==> src/rtl/mem_port_arbiter.sv <==
// mem_port_arbiter: shares one fixed-latency 32-bit memory port between fetch (A) and load/store (B).
// Ties alternate round robin; define ARB_FIXED_PRIO_EN to make B win every tie instead.
module mem_port_arbiter #(
    parameter int MEM_LATENCY = 2
) (
    input  logic        clock,
    input  logic        reset,
    input  logic        req_a,
    input  logic [31:0] addr_a,
    input  logic        req_b,
    input  logic [31:0] addr_b,
    input  logic        we_b,
    input  logic [31:0] wdata_b,
    output logic        ack_a,
    output logic        ack_b,
    output logic [31:0] rdata,
    output logic        seletor,
    output logic        mem_en,
    output logic        mem_we,
    output logic [31:0] mem_addr,
    output logic [31:0] mem_wdata,
    input  logic [31:0] mem_rdata
);
    typedef enum logic [1:0] {IDLE, ACCESS, RESP} state_t;

    state_t     state;
    logic [3:0] cnt;
    logic       last_grant;
    logic       pick_b;

    if (MEM_LATENCY < 1 || MEM_LATENCY > 15) begin : g_bad_latency
        $error("mem_port_arbiter: MEM_LATENCY must be in 1..15");
    end

`ifdef ARB_FIXED_PRIO_EN
    assign pick_b = req_b;
`else
    assign pick_b = req_b & (~req_a | ~last_grant);
`endif

    always_ff @(posedge clock or posedge reset) begin
        if (reset) begin
            state      <= IDLE;
            cnt        <= '0;
            last_grant <= 1'b1;
            ack_a      <= 1'b0;
            ack_b      <= 1'b0;
            rdata      <= '0;
            seletor    <= 1'b0;
            mem_en     <= 1'b0;
            mem_we     <= 1'b0;
            mem_addr   <= '0;
            mem_wdata  <= '0;
        end else begin
            ack_a <= 1'b0;
            ack_b <= 1'b0;
            case (state)
                IDLE: if (req_a || req_b) begin
                    seletor   <= pick_b;
                    mem_addr  <= pick_b ? addr_b : addr_a;
                    mem_we    <= pick_b & we_b;
                    mem_wdata <= pick_b ? wdata_b : '0;
                    mem_en    <= 1'b1;
                    cnt       <= 4'(MEM_LATENCY - 1);
                    state     <= ACCESS;
                end
                ACCESS: begin
                    cnt <= cnt - 4'd1;
                    // mem_rdata is only valid in the final strobe cycle
                    if (cnt == 4'd0) begin
                        rdata  <= mem_rdata;
                        mem_en <= 1'b0;
                        mem_we <= 1'b0;
                        ack_a  <= ~seletor;
                        ack_b  <= seletor;
                        state  <= RESP;
                    end
                end
                RESP: begin
                    last_grant <= seletor;
                    state      <= IDLE;
                end
                default: state <= IDLE;
            endcase
        end
    end
endmodule

==> config.mk <==
export PLATFORM = sky130hd
export DESIGN_NAME = mem_port_arbiter
export DESIGN_NICKNAME = d
export VERILOG_FILES = /design/src/rtl/mem_port_arbiter.sv
export SDC_FILE = /design/constraint.sdc
export NUM_CORES = 1
export LEC_CHECK = 0
export CORE_AREA = 2 2 115 117
export CTS_CLUSTER_DIAMETER = 150
export CTS_CLUSTER_SIZE = 8
export DETAILED_ROUTE_END_ITERATION = 10
export DIE_AREA = 0 0 117 119
export GPL_TIMING_DRIVEN = 1
export PLACE_DENSITY = 0.75
export SETUP_SLACK_MARGIN = 0.05
export SKIP_CTS_REPAIR_TIMING = 1
export SLEW_MARGIN = 20
export SYNTH_ARGS = -nofsm -noshare
export SYNTH_HDL_FRONTEND = slang
export SYNTH_SLANG_ARGS = --single-unit
export TNS_END_PERCENT = 30
==> constraint.sdc <==
create_clock -name clock -period 3.5 [get_ports clock]
set_input_delay 0.7 -clock clock [delete_from_list [all_inputs] [get_ports clock]]
set_output_delay 0.7 -clock clock [all_outputs]
set_load 0.03 [all_outputs]
==> results.cfg <==
[status]
outcome = completed

[routing]
m1WireLength_microns = 4480
finalWirelength_microns = 11200
drc = 0
dr_wl_met3_microns = 1020
routed-wl-met2_microns = 5490
detail_route.wl_per_cell_microns = 15.9
drt-pass1-iter-count = 4
drt_first_iter_violations = 168
detailroute.via_count = 3284
drt-vias-per-instance = 4.68
top_signal_layer_used = met4
antenna_violating_nets_remaining = 0

[layout]
final_net_count = 656
fillerInstances = 1078
flow.area_growth_from_synthesis_pct = 61.9
regArea_sq_mm = 0.00270
final_layout_size_suffix_gt1_share_pct = 23.6
antenna_cells = 0
multi_input_area_sq_mm = 0.00160
postLayoutCoreUtil_pct = 56.1
post_layout_nonfiller_instances = 702

[floorplan]
fp.dieW_microns = 117
initial_utilization_pct = 34.7
io_pins = 234
placement_rows = 42
core-area_sq_mm = 0.0129
die_footprint_sq_mm = 0.0139
fp.dieH_microns = 119

[placement]
placedCellCount = 686
io_buffer_count = 233
globalplace.congestion = 0.757
dp_hpwl_microns = 8110
post-place-ws_ns = 0.649

[timing]
hold_slack_ns = 0.489
fmax_ghz = 0.431
layout_min_cycle_time_ns = 2.32
finalSetupViolCount = 0
finClkSkew_ns = 0.00500
timing.final.max_slew_violations = 0
timing.setup.tns_ns = 0
slew_headroom_pct = 43.5
postLayoutSetupSlackWorst_ns = 1.18
setup_repair_after_global_routing_missed_its_margin = no
timing_hold_violations_final = 0
worst-slew-pin-transition_ns = 0.848
final_min_period_over_clock_period_pct = 66.3

[clocking]
worst_setup_hold_path_clk_slew_ns = 0.07
tritoncts = built
clock_path_buffers = 2
cts_buffers = 9
htree_num_levels = 3
clk_latency_ns = 0.34
clock_sink_count = 108
clock-root-buffer = sky130_fd_sc_hd__clkbuf_16

[synthesis]
synth_flop_cell = sky130_fd_sc_hd__dfrtp_1
post_synth.cell_area_avg_sq_um = 15.4
most_frequent_cell_after_synthesis = sky130_fd_sc_hd__dfrtp_1
netlist_instances = 290
post_synth_most_frequent_cells = sky130_fd_sc_hd__dfrtp_1 (107), sky130_fd_sc_hd__mux2_2 (96), sky130_fd_sc_hd__a22o_1 (32)
synth.yosys.warnings = 0
synth_nets = 425
synth_largest_area_cell = sky130_fd_sc_hd__dfrtp_1
postSynth.asyncResetShare_pct = 100
synth-seq-cells = 108
syn_area_sq_mm = 0.00446
yosysTopAreaCellShare_pct = 60.0
synth_seq_area_share_pct = 60.6
area_contributors_post_synth = sky130_fd_sc_hd__dfrtp_1 (60%), sky130_fd_sc_hd__mux2_2 (24%), sky130_fd_sc_hd__a22o_1 (6.3%), sky130_fd_sc_hd__buf_6 (2.0%), sky130_fd_sc_hd__buf_2 (0.67%)
synth_edf_count = 0
number_of_distinct_library_cells_after_synthesis = 29

[global_routing]
globalRouteOverflowTotal = 0
grt_util_all_layers_pct = 16.0
grt_antenna_before_repair = 0
first_global_vias = 3456
grt_first_pass_wirelength_microns = 17400
grt_max_degree = 68

[worst_setup_path]
critical_path_required_ns = 3.77
critical_path.most_common_cell = sky130_fd_sc_hd__buf_4
worstSetupEndpointType = register
timing.critical_path.slowest_stage_cell = sky130_fd_sc_hd__clkdlybuf4s50_1
cp-start-kind = input port
reg2reg_setup_slack_ns = 1.42
path_max_fanout = 34
critical_path_class = input port to register
max_stage_delay_ns = 0.49
crit_chain = clkdlybuf4s50_1 -> a21boi_4 -> buf_4 -> nor3b_4 -> buf_4 -> a22o_1
arr_time_crit_path_ns = 2.59

[pwr]
power.ir.vdd_worst_mv = 0.482
power_per_cell_area_mw_per_mm2 = 977
power_leakage_nw = 2.99

[job]
max-cap-violations = 0

[worst_hold_path]
hold_class = register to register
[area by class of cell]
type                    instances  share of cell area (%)
well taps                     176                    3.05
clock inverters                 6                   0.987
multi-input cells             158                    22.1
repair buffers                238                    32.8
inverters                       6                   0.364
flip-flops and latches        108                    37.4
clock buffers                  10                    3.31
[kinds of logic after synthesis]
group / share of synthesized area (%)
compound gates: 7.91
xor+xnor: 0.196
fa+ha+maj: 0.561
buf+inv: 3.87
flops: 60.6
mux: 24.4
simple gates: 2.44
[registers in the layout, summed over array words and instances, names as in the netlist, 2 cells and up]
register,count
cnt,4
state,2
mem_wdata,32
rdata,32
mem_addr,32
[layer usage]
| metal | up-vias | global-route usage (%) |
|---|---|---|
| met1 | 1618 | 19.4 |
| met3 | 12 | 4.78 |
| met5 | - | 0 |
| met4 | 0 | 5.44 |
| li1 | 1510 | - |
| met2 | 144 | 27.0 |
[worst max-delay path: cells and delay by family]
family,cells,cell delay [ns]
and+or+nand+nor,1,0.26
AOI/OAI and AO/OA,2,0.35
buffers and inverters,3,1.24
[power breakdown]
group | internal (mW) | leakage (nW) | switching, mW
clock | 0.580 | 0.145 | 0.456
sequential | 1.88 | 1.31 | 0.360
combinational | 1.81 | 1.54 | 1.98
total | 4.27 | 2.99 | 2.80
[placed cells by master (no fill, tap or decap), types with 2 or more instances in the layout]
cell type                         count
sky130_fd_sc_hd__dfrtp_1            107
sky130_fd_sc_hd__o21ai_0              2
sky130_fd_sc_hd__a21o_1               2
sky130_fd_sc_hd__buf_4                5
sky130_fd_sc_hd__nor2_1               6
sky130_fd_sc_hd__clkbuf_16            9
sky130_fd_sc_hd__clkinv_4             2
sky130_fd_sc_hd__a22o_1              32
sky130_fd_sc_hd__mux2_2              96
sky130_fd_sc_hd__clkinvlp_4           3
sky130_fd_sc_hd__ha_1                 2
sky130_fd_sc_hd__clkdlybuf4s50_1    233
sky130_fd_sc_hd__o31ai_1              2
sky130_fd_sc_hd__inv_1                5
[through the flow]
stage          area, sq um  power, mW
2_1_floorplan         4470       4.56
3_3_place_gp          6910       6.00
3_5_place_dp          6910       6.09
4_1_cts               7220       7.15
5_1_grt               7230       7.44
6_report              7230       7.06
[path summary, 6_finish.rpt]
check / start / end / cells after the start
min: cnt[3]$_DFFE_PP0P_ / cnt[3]$_DFFE_PP0P_ / 1
min reg2reg: cnt[3]$_DFFE_PP0P_ / cnt[3]$_DFFE_PP0P_ / 1
max: req_b / mem_wdata[13]$_DFFE_PP0P_ / 6
min in group asynchronous: reset / rdata[28]$_DFFE_PP0P_ / 3
max reg2reg: cnt[0]$_DFFE_PP0P_ / rdata[23]$_DFFE_PP0P_ / 5
max in group asynchronous: reset / mem_wdata[13]$_DFFE_PP0P_ / 3
(Power assumes the default switching activity.)
